==> src/rtl/mux2_rr_arbiter_pkg.sv <==
// Shared constants and types for the two-requester round-robin arbiter.
// Source encoding matches the mux select: A is mux input a, B is mux input b.
package mux2_rr_arbiter_pkg;

    localparam logic SRC_A     = 1'b0;
    localparam logic SRC_B     = 1'b1;
    localparam int   DEF_WIDTH = 32;
    localparam int   DEF_CNT_W = 16;

    typedef enum logic {
        ST_EMPTY = 1'b0,
        ST_FULL  = 1'b1
    } buf_state_e;

endpackage

==> src/rtl/mux2_rr_arbiter_mux.sv <==
// Shared 2-to-1 datapath mux; sel picks input b, otherwise input a.
module mux_2_to_1_32bit
    import mux2_rr_arbiter_pkg::*;
#(
    parameter int WIDTH = DEF_WIDTH
) (
    input  logic [WIDTH-1:0] a,
    input  logic [WIDTH-1:0] b,
    input  logic             sel,
    output logic [WIDTH-1:0] o
);

    assign o = (sel == SRC_B) ? b : a;

endmodule

==> src/rtl/mux2_rr_arbiter.sv <==
// Round-robin controller around the shared mux: picks a requester, loads a
// one-entry output buffer and keeps saturating per-source grant counters.
module mux2_rr_arbiter
    import mux2_rr_arbiter_pkg::*;
#(
    parameter int WIDTH = DEF_WIDTH,
    parameter int CNT_W = DEF_CNT_W
) (
    input  logic             clk,
    input  logic             rst,
    input  logic             a_valid,
    input  logic [WIDTH-1:0] a_data,
    output logic             a_ready,
    input  logic             b_valid,
    input  logic [WIDTH-1:0] b_data,
    output logic             b_ready,
    output logic             o_valid,
    output logic [WIDTH-1:0] o_data,
    output logic             o_src,
    input  logic             o_ready,
    output logic             sel,
    input  logic             cnt_clr,
    output logic [CNT_W-1:0] cnt_a,
    output logic [CNT_W-1:0] cnt_b
);

    buf_state_e       r_state;
    buf_state_e       w_state_nxt;
    logic             r_last_sel;
    logic [WIDTH-1:0] r_data;
    logic             r_src;
    logic [CNT_W-1:0] r_cnt_a;
    logic [CNT_W-1:0] r_cnt_b;

    logic             w_full;
    logic             w_can_load;
    logic             w_sel;
    logic             w_a_ready;
    logic             w_b_ready;
    logic             w_xfer;
    logic [WIDTH-1:0] w_mux_o;

    function automatic logic [CNT_W-1:0] sat_inc(input logic [CNT_W-1:0] v);
        return (&v) ? v : v + {{(CNT_W-1){1'b0}}, 1'b1};
    endfunction

    // Contention goes to whoever did not win last; an idle side never blocks the other.
    always_comb begin
        w_sel = r_last_sel;
        case ({a_valid, b_valid})
            2'b10:   w_sel = SRC_A;
            2'b01:   w_sel = SRC_B;
            2'b11:   w_sel = ~r_last_sel;
            default: w_sel = r_last_sel;
        endcase
    end

    assign w_can_load = !w_full || o_ready;
    assign w_a_ready  = !rst && w_can_load && a_valid && (w_sel == SRC_A);
    assign w_b_ready  = !rst && w_can_load && b_valid && (w_sel == SRC_B);
    assign w_xfer     = w_a_ready || w_b_ready;

    mux_2_to_1_32bit #(.WIDTH(WIDTH)) u_mux (
        .a   (a_data),
        .b   (b_data),
        .sel (w_sel),
        .o   (w_mux_o)
    );

    always_ff @(posedge clk or posedge rst) begin
        if (rst) r_state <= ST_EMPTY;
        else     r_state <= w_state_nxt;
    end

    always_comb begin
        w_state_nxt = r_state;
        case (r_state)
            ST_EMPTY: if (w_xfer)              w_state_nxt = ST_FULL;
            ST_FULL:  if (!w_xfer && o_ready)  w_state_nxt = ST_EMPTY;
            default:                           w_state_nxt = ST_EMPTY;
        endcase
    end

    always_comb begin
        w_full = (r_state == ST_FULL);
    end

    // Buffered word and select history only move on a transfer.
    always_ff @(posedge clk or posedge rst) begin
        if (rst) begin
            r_data     <= '0;
            r_src      <= SRC_A;
            r_last_sel <= SRC_B;
        end else if (w_xfer) begin
            r_data     <= w_mux_o;
            r_src      <= w_sel;
            r_last_sel <= w_sel;
        end
    end

    always_ff @(posedge clk or posedge rst) begin
        if (rst) begin
            r_cnt_a <= '0;
            r_cnt_b <= '0;
        end else if (cnt_clr) begin
            r_cnt_a <= '0;
            r_cnt_b <= '0;
        end else begin
            if (w_a_ready) r_cnt_a <= sat_inc(r_cnt_a);
            if (w_b_ready) r_cnt_b <= sat_inc(r_cnt_b);
        end
    end

    assign a_ready = w_a_ready;
    assign b_ready = w_b_ready;
    assign sel     = w_sel;
    assign o_valid = w_full;
    assign o_data  = r_data;
    assign o_src   = r_src;
    assign cnt_a   = r_cnt_a;
    assign cnt_b   = r_cnt_b;

endmodule
==> config.mk <==
export PLATFORM = sky130hd
export DESIGN_NAME = mux2_rr_arbiter
export DESIGN_NICKNAME = d
export VERILOG_FILES = /design/src/rtl/mux2_rr_arbiter_pkg.sv /design/src/rtl/mux2_rr_arbiter_mux.sv /design/src/rtl/mux2_rr_arbiter.sv
export SDC_FILE = /design/constraint.sdc
export NUM_CORES = 1
export LEC_CHECK = 0
export BUFFER_PORTS_ARGS = -buffer_cell sky130_fd_sc_hd__buf_2
export CAP_MARGIN = 20
export CORE_UTILIZATION = 52
export DETAILED_ROUTE_END_ITERATION = 16
export HOLD_SLACK_MARGIN = 0.05
export PLACE_DENSITY = 0.85
export SYNTH_ARGS = -nofsm -noshare
export SYNTH_HDL_FRONTEND = slang
export SYNTH_SLANG_ARGS = --single-unit
export TNS_END_PERCENT = 20
==> constraint.sdc <==
create_clock -name clk -period 3.6 [get_ports clk]
set_clock_uncertainty 0.1 [all_clocks]
set_input_delay 0.18 -clock clk [delete_from_list [all_inputs] [get_ports clk]]
set_output_delay 0.18 -clock clk [all_outputs]
set_load 0.05 [all_outputs]
; ---- Word level (Yosys, flattened, before mapping)
; Index checks and enable logic that the tools add are counted.
[classes]
add_sub_neg = 2
eq_ne = 5
muxes = 11
bitwise = 3
reduce_logical = 17
[ops]
columns = operator, n
row1 = 2-to-1 mux 16 bit, 6
row2 = adder 16 x 1 -> 16 bit (second input constant), 2
row3 = 2-to-1 mux 32 bit, 1
row4 = AND reduction 16 bit, 2
row5 = logical AND 1 bit, 6
row6 = == test 2 bit (second input constant), 2
row7 = != test 2 bit (second input constant), 2
row8 = AND reduction 2 bit, 2
row9 = nonzero test 2 bit, 2
row10 = zero test 1 bit, 3
row11 = inverter 1 bit, 3
row12 = one-hot mux 1 bit (3 select lines), 1
row13 = == test 2 x 1 -> 1 bit (second input constant), 1
row14 = logical OR 1 bit, 2
row15 = 2-to-1 mux 1 bit, 2
row16 = one-hot mux 1 bit (2 select lines), 1
[totals]
reg_bits = 67
inputBits = 70
out_inout_bits = 69

; ---- Logic depth before layout (Yosys ltp)
; Gate-level depths: netlist of the first run.
[depth]
word_depth = 10
ltp_mapped = 8
depth_no_buf = 6

; ---- Modules after synthesis
; Synthesis of the first run repeated with hierarchy kept, for this count alone.
[hier_totals]
cells_unflattened = 301
area_unflattened_um2 = 3681.0
[modules_own_cells]
columns = module, n_inst, cells_each, area_each_um2, seq_area_each_um2
row1 = mux2_rr_arbiter, 1, 265, 3136.8, 1677.9
row2 = mux_2_to_1_32bit, 1, 36, 544.3, 0.0

; ---- Worst setup path after synthesis of the first run
; No wires, ideal clock.
[synth_path]
kind = input to register
start = in rst
end = reg r_data[0] (netlist: o_data[0])
setup_ns = 0.133
t_arrival_ns = 3.030
required_time_ns = 3.367
setup_slack_ns = 0.337
stages = 8
n_path_buf = 2
path_cell_list = inv_1 -> nand3_2 -> inv_1 -> nor2_1 -> buf_2 -> buf_2 -> nand2_1 -> o21ai_0
[synth_between]
elab_chain_cells = 5
[synth_rtl]
columns = element, line
row1 = start: declaration, mux2_rr_arbiter.sv:10  ; input logic rst,
row2 = zero test 1 bit (no source line), --
row3 = logical AND 1 bit (3 in series), mux2_rr_arbiter.sv:60  ; assign w_b_ready = !rst && w_can_load && b_valid && (w_sel == SRC_B);
row4 = named net b_ready, mux2_rr_arbiter.sv:16  ; output logic b_ready,
row5 = logical OR 1 bit, mux2_rr_arbiter.sv:61  ; assign w_xfer = w_a_ready || w_b_ready;
row6 = end signal: assignment, mux2_rr_arbiter.sv:95  ; r_data <= w_mux_o;
row7 = end: declaration, mux2_rr_arbiter.sv:30  ; logic [WIDTH-1:0] r_data;
; The timed path passes the listed nets, and every way through them passes these cells.
; A chain may end at the register's enable or synchronous reset.

; ---- Worst setup path after layout of the first run
[layout_path]
start = reg r_last_sel
end = reg r_data[2] (netlist: o_data[2])
[layout_between]
elab_chain_cells = 5
[layout_rtl]
columns = element, line
row1 = start: declaration, mux2_rr_arbiter.sv:29  ; logic r_last_sel;
row2 = start signal: assignment, mux2_rr_arbiter.sv:97  ; r_last_sel <= w_sel;
row3 = inverter 1 bit, mux2_rr_arbiter.sv:53  ; 2'b11: w_sel = ~r_last_sel;
row4 = one-hot mux 1 bit (3 select lines) *, mux2_rr_arbiter.sv:50  ; case ({a_valid, b_valid})
row5 = inverter 1 bit, mux2_rr_arbiter.sv:59  ; assign w_a_ready = !rst && w_can_load && a_valid && (w_sel == SRC_A);
row6 = logical AND 1 bit, mux2_rr_arbiter.sv:59
row7 = logical OR 1 bit, mux2_rr_arbiter.sv:61
; Mark *: on every way between the ends. The rest lies on a longest branch, timed or not.

==> results of run 1 <==
[worst max path at each step]
stage | endpoint | depth (start not counted) | start | slack [ns]
floorplan | o_data[0] | 8 | rst | 0.34
global placement | cnt_b[9] | 7 | rst | 1.30
detailed placement | cnt_b[11] | 7 | rst | 1.16
CTS | o_data[26] | 8 | a_valid | 1.21
global route | o_data[18] | 7 | r_last_sel | 1.01
finish | o_data[2] | 6 | r_last_sel | 1.14
[flip-flops by register name, indices dropped and copies added (netlist names)]
signal	flops
cnt_a	16
r_last_sel	1
cnt_b	16
o_valid	1
o_src	1
o_data	32
[area by class of cell]
class / count / area [um^2] / share of cell area
flip-flops and latches: 67 / 1680 / 0.343
multi-input cells: 254 / 1620 / 0.331
repair buffers: 195 / 1250 / 0.256
clock buffers: 11 / 151 / 0.0309
well taps: 75 / 93.8 / 0.0192
clock inverters: 5 / 75.1 / 0.0153
inverters: 7 / 26.3 / 0.00536
[critical path: stages, from the launching register on]
cell	delay, ns
dfstp_2	0.59
nand2_1	0.10
o21ai_4	0.06
buf_4	0.48
mux2i_1	0.33
dlygate4sd3_1	0.58
o21ai_0	0.06
[logic make-up (layout without fill, tap and decap cells)]
logic type / after synthesis / count (layout) / share of synthesized area
adder cells (fa/ha/maj): 2 / 2 / 0.00741
XOR/XNOR: 26 / 26 / 0.0675
AND/OR/NAND/NOR: 138 / 138 / 0.199
AO/OA/AOI/OAI: 50 / 50 / 0.0878
multiplexers: 38 / 38 / 0.113
buffers and inverters: 21 / 218 / 0.0285
flip-flops: 67 / 67 / 0.497
[repair_timing]
action                                 4_1_cts  5_1_grt
hold buffers                                54        0
gates resized for setup                      0        0
endpoints found under the hold margin       28        0
setup endpoints to repair                    0        0
[placed cells by master, fill, tap and decap left out, drive strengths merged, types with 5 or more instances in the layout]
cell	synthesis	layout
buf	9	141
dfrtp	66	66
dlygate4sd3	0	54
nand2	49	49
mux2i	38	38
o21ai	36	36
nor2	34	34
xnor2	24	24
nor4	12	12
nand3	12	12
nand4	11	11
clkbuf	5	11
inv	7	7
nor3	6	6
a211oi	5	5
[power groups by stage]
stage	clock [mW]	sequential [mW]	combinational (mW)
CTS	0.714	0.989	1.16
global placement	0	0.998	1.04
detailed placement	0	0.997	1.07
global route	0.749	1.01	1.27
finish	0.708	1.00	1.22
floorplan	0	1.49	0.294
[per-layer routing]
metal | track usage | routed length [um]
met2 | 0.519 | 5010
met5 | 0 | 0
met3 | 0.0802 | 806
met1 | 0.407 | 4170
met4 | 0.238 | 588
==> impl_metrics.ini, run 1 <==
[placement]
port_buffers = 138
postPlaceCellArea_mm2 = 0.00413
place_inst = 544
pre_cts_slack_ns = 1.16
gp_congestion = 0.873
dpl.hpwl_um = 5910

[synth]
synth_seq_cells = 67
syn_inst = 342
synthMostInstantiatedCell = dfrtp_1
syn_nets = 414
ys_types = 35
synth_seq_area_share = 0.497
ys_warn_count = 0
synthTopCellsByArea = dfrtp_1, mux2i_1, xnor2_1, nand2_1, o21ai_0
syn_area_mm2 = 0.00338
yosys.area.top_type = dfrtp_1
synth_ff_type = dfrtp_1
synth-edff-count = 0
yosys-top-cells-count = dfrtp_1, nand2_1, mux2i_1, o21ai_0, nor2_1
synth_area_per_cell_um2 = 9.87
synth_top_area_share = 0.489
synthArstFlopShare = 1.00

[cells_and_area]
drive_gt1_frac = 0.312
n_fill_cell = 364
final-instance-count-excl-fill = 614
syn2layout_area_growth_pct = 45.1
nets = 606
diodes = 0
final_util = 0.804
final_cell_area_mm2 = 0.00490

[power]
power_frac_comb = 0.416
internal-power_mw = 1.67
powerDensity_mw_per_mm2 = 598
p_sw_mw = 1.26
ir_drop_v = 0.000456
leakagePower_nw = 2.42
p_seq_frac = 0.343
pwr-share-clk = 0.242
switching_share = 0.430
total_power_mw = 2.93

[timing]
maxSlewViolCount = 0
tightestPinTransition_ns = 0.828
setup-violations-final = 0
finalCriticalPeriod_ns = 2.46
fmax_mhz = 407
rsz0062_at_grt = false
setup_slack_ns = 1.14
finalHoldViolations = 0
hold-worst-slack_ns = 0.0271
slew_headroom = 0.448
setup_tns_ns = 0
post-route-period-util = 0.682

[cts]
worstSkewPairLatency_ns = 0.35
root_buffer = clkbuf_8
clkTransAtPathRegs_ns = 0.07
htree_levels = 3
cts_buffers = 9
cts_tree = done
post_cts_buffers = 0
clock_sinks = 67
cts_max_path_buffers = 2

[routing]
drt_wl_total_um = 10600
vias_per_cell = 5.79
routedWlPerCell_um = 17.2
drt-initial-drc-count = 237
postRouteAntennaNets = 0
drcViolationCount = 0
dr_total_vias = 3556
first_pass_iters = 5

[die]
rows = 28
core_mm2 = 0.00610
die-width_um = 82.6
pin_count = 139
die_h_um = 82.6
initial_core_util = 0.554
dieArea_mm2 = 0.00682

[global_route]
grt_pass1_vias = 3387
grt_max_degree = 70
grt-ovfl-total = 0
grt_usage = 0.334
antenna_found_initial = 0
grt_pass1_wl_um = 16600

[min_path]
hp-class = input port to asynchronous set/reset pin

[critical_path]
critPathLaunchType = register
cp_max_fo = 33
regToRegEndpoint = o_data[2]
worstPathRequired_ns = 3.70
cp_data_arrival_time_ns = 2.56
reg2reg_slack_ns = 1.14
cp-end-kind = register
r2r_cells = 6
path_class = register to register
r2r-start = r_last_sel

[run]
cap_violations = 0

[status]
outcome = completed
(Power assumes the default switching activity.)
==> inputs of run 2 (changes only) <==
--- a/config.mk
+++ b/config.mk
@@ -7,10 +7,10 @@
 export LEC_CHECK = 0
 export BUFFER_PORTS_ARGS = -buffer_cell sky130_fd_sc_hd__buf_2
 export CAP_MARGIN = 20
-export CORE_UTILIZATION = 52
+export CORE_UTILIZATION = 48
 export DETAILED_ROUTE_END_ITERATION = 16
 export HOLD_SLACK_MARGIN = 0.05
-export PLACE_DENSITY = 0.85
+export PLACE_DENSITY = 0.8
 export SYNTH_ARGS = -nofsm -noshare
 export SYNTH_HDL_FRONTEND = slang
 export SYNTH_SLANG_ARGS = --single-unit
==> constraint.sdc (replaced) <==
create_clock -name clk -period 2.55 [get_ports clk]
set_clock_uncertainty 0.1 [all_clocks]
set_input_delay 0.1275 -clock clk [delete_from_list [all_inputs] [get_ports clk]]
set_output_delay 0.1275 -clock clk [all_outputs]
set_load 0.05 [all_outputs]
==> impl_metrics.ini, run 2 (same netlist as run 1, synthesis figures left out) <==
[cts]
cts_buffers = 9
root_buffer = clkbuf_8
clkTransAtPathRegs_ns = 0.07
post_cts_buffers = 0
cts_max_path_buffers = 2
htree_levels = 3
cts_tree = done
worstSkewPairLatency_ns = 0.34
clock_sinks = 67

[critical_path]
regToRegEndpoint = o_data[30]
critPathLaunchType = register
reg2reg_slack_ns = 0.21
critical_path.endpoint = o_data[30]
r2r_cells = 6
crit_start = r_last_sel
cp_max_fo = 33
cp_data_arrival_time_ns = 2.44
r2r-start = r_last_sel
path_class = register to register
worstPathRequired_ns = 2.65
cp-end-kind = register

[die]
pin_count = 139
rows = 30
dieArea_mm2 = 0.00737
die_h_um = 85.9
die-width_um = 85.9
core_mm2 = 0.00679
initial_core_util = 0.497

[cells_and_area]
final_cell_mix = buf_2, dfrtp_1, dlygate4sd3_1
diodes = 0
final_common_cell = buf_2
final_cell_area_mm2 = 0.00512
drive_gt1_frac = 0.306
syn2layout_area_growth_pct = 51.6
nets = 619
final_util = 0.753
final-instance-count-excl-fill = 648
largest_reg_flops = 32

[placement]
place_inst = 565
postPlaceCellArea_mm2 = 0.00417
gp_congestion = 0.845
dpl.hpwl_um = 5760
pre_cts_slack_ns = 0.116
port_buffers = 138

[timing]
finalCriticalPeriod_ns = 2.34
setup-violations-final = 0
fmax_mhz = 427
slew_headroom = 0.440
finalHoldViolations = 0
rsz0062_at_grt = false
tightestPinTransition_ns = 0.841
maxSlewViolCount = 0
post-route-period-util = 0.918
setup_slack_ns = 0.209

[routing]
vias_per_cell = 5.36
dr_total_vias = 3476
drt_wl_total_um = 10300
drcViolationCount = 0
postRouteAntennaNets = 0
drt-initial-drc-count = 237
first_pass_iters = 4
routedWlPerCell_um = 15.9

[global_route]
grt_pass1_wl_um = 16300
grt_usage = 0.290
grt_pass1_vias = 3361
grt-ovfl-total = 0
grt_max_degree = 69
antenna_found_initial = 0

[power]
p_sw_mw = 1.78
leakagePower_nw = 2.49
p_seq_frac = 0.327
switching_share = 0.411
power_frac_comb = 0.404
ir_drop_v = 0.000654
powerDensity_mw_per_mm2 = 845
internal-power_mw = 2.55
pwr-share-clk = 0.268

[min_path]
hp-class = input port to asynchronous set/reset pin

[status]
outcome = completed

[run]
cap_violations = 0
run 2: cell types whose count changed in the layout (fill, tap and decap cells not counted), sizes merged:
cell,previous run,this run
clkinvlp,0,3
clkbuf,11,9
buf,141,142
bufinv,2,4
dlygate4sd3,54,66
clkinv,3,1
inv,7,6
run 2: layout make-up:
class / count / area [um^2]
Clock buffer: 9 / 124
Multi-Input combinational cell: 254 / 1630
Tap cell: 96 / 120
Clock inverter: 7 / 140
Fill cell: 463 / 1680
Inverter: 7 / 30.0
Timing Repair Buffer: 208 / 1400
Sequential cell: 67 / 1680
run 2: repair_timing:
action,in CTS,in global routing
gates resized for setup,0,1
hold buffers,66,0
setup endpoints to repair,0,2
endpoints found under the hold margin,33,0
run 2: worst min path at each step:
stage               depth (start not counted)  slack [ns]         end    start
finish                                      3        0.04   o_data[3]      rst
global route                                3        0.14  o_data[17]      rst
CTS                                         3        0.08    cnt_b[2]      rst
detailed placement                          2        0.24  r_last_sel  a_valid
global placement                            2        0.22  r_last_sel  a_valid
floorplan                                   1        0.09  r_last_sel  a_valid
run 2: per-layer routing:
| layer | track usage | wire length (um) |
|---|---|---|
| met1 | 0.354 | 4210 |
| met2 | 0.485 | 5050 |
| met3 | 0.0577 | 659 |
| met4 | 0.158 | 400 |
| met5 | 0 | 0 |
run 2: worst max-delay path, stage by stage, from the launching register on:
cell and delay [ns]:
dfstp_2 0.60, nand2_1 0.11, o21ai_4 0.07, buf_6 0.35, mux2i_1 0.27, dlygate4sd3_1 0.59
o21ai_0 0.11
run 2: power groups by stage:
stage,clock network [mW],logic [mW],registers [mW]
floorplan,0,0.418,2.11
global placement,0,1.48,1.40
detailed placement,0,1.51,1.41
CTS,1.17,1.68,1.39
global route,1.22,1.83,1.43
finish,1.16,1.75,1.42
run 2: through the flow:
step           hold WS [ns]  power (mW)  TNS, ns
2_1_floorplan        0.0904        2.53   -0.495
3_3_place_gp          0.223        2.88        0
3_5_place_dp          0.237        2.91        0
4_1_cts              0.0750        4.25        0
5_1_grt               0.141        4.49        0
6_report             0.0446        4.32        0
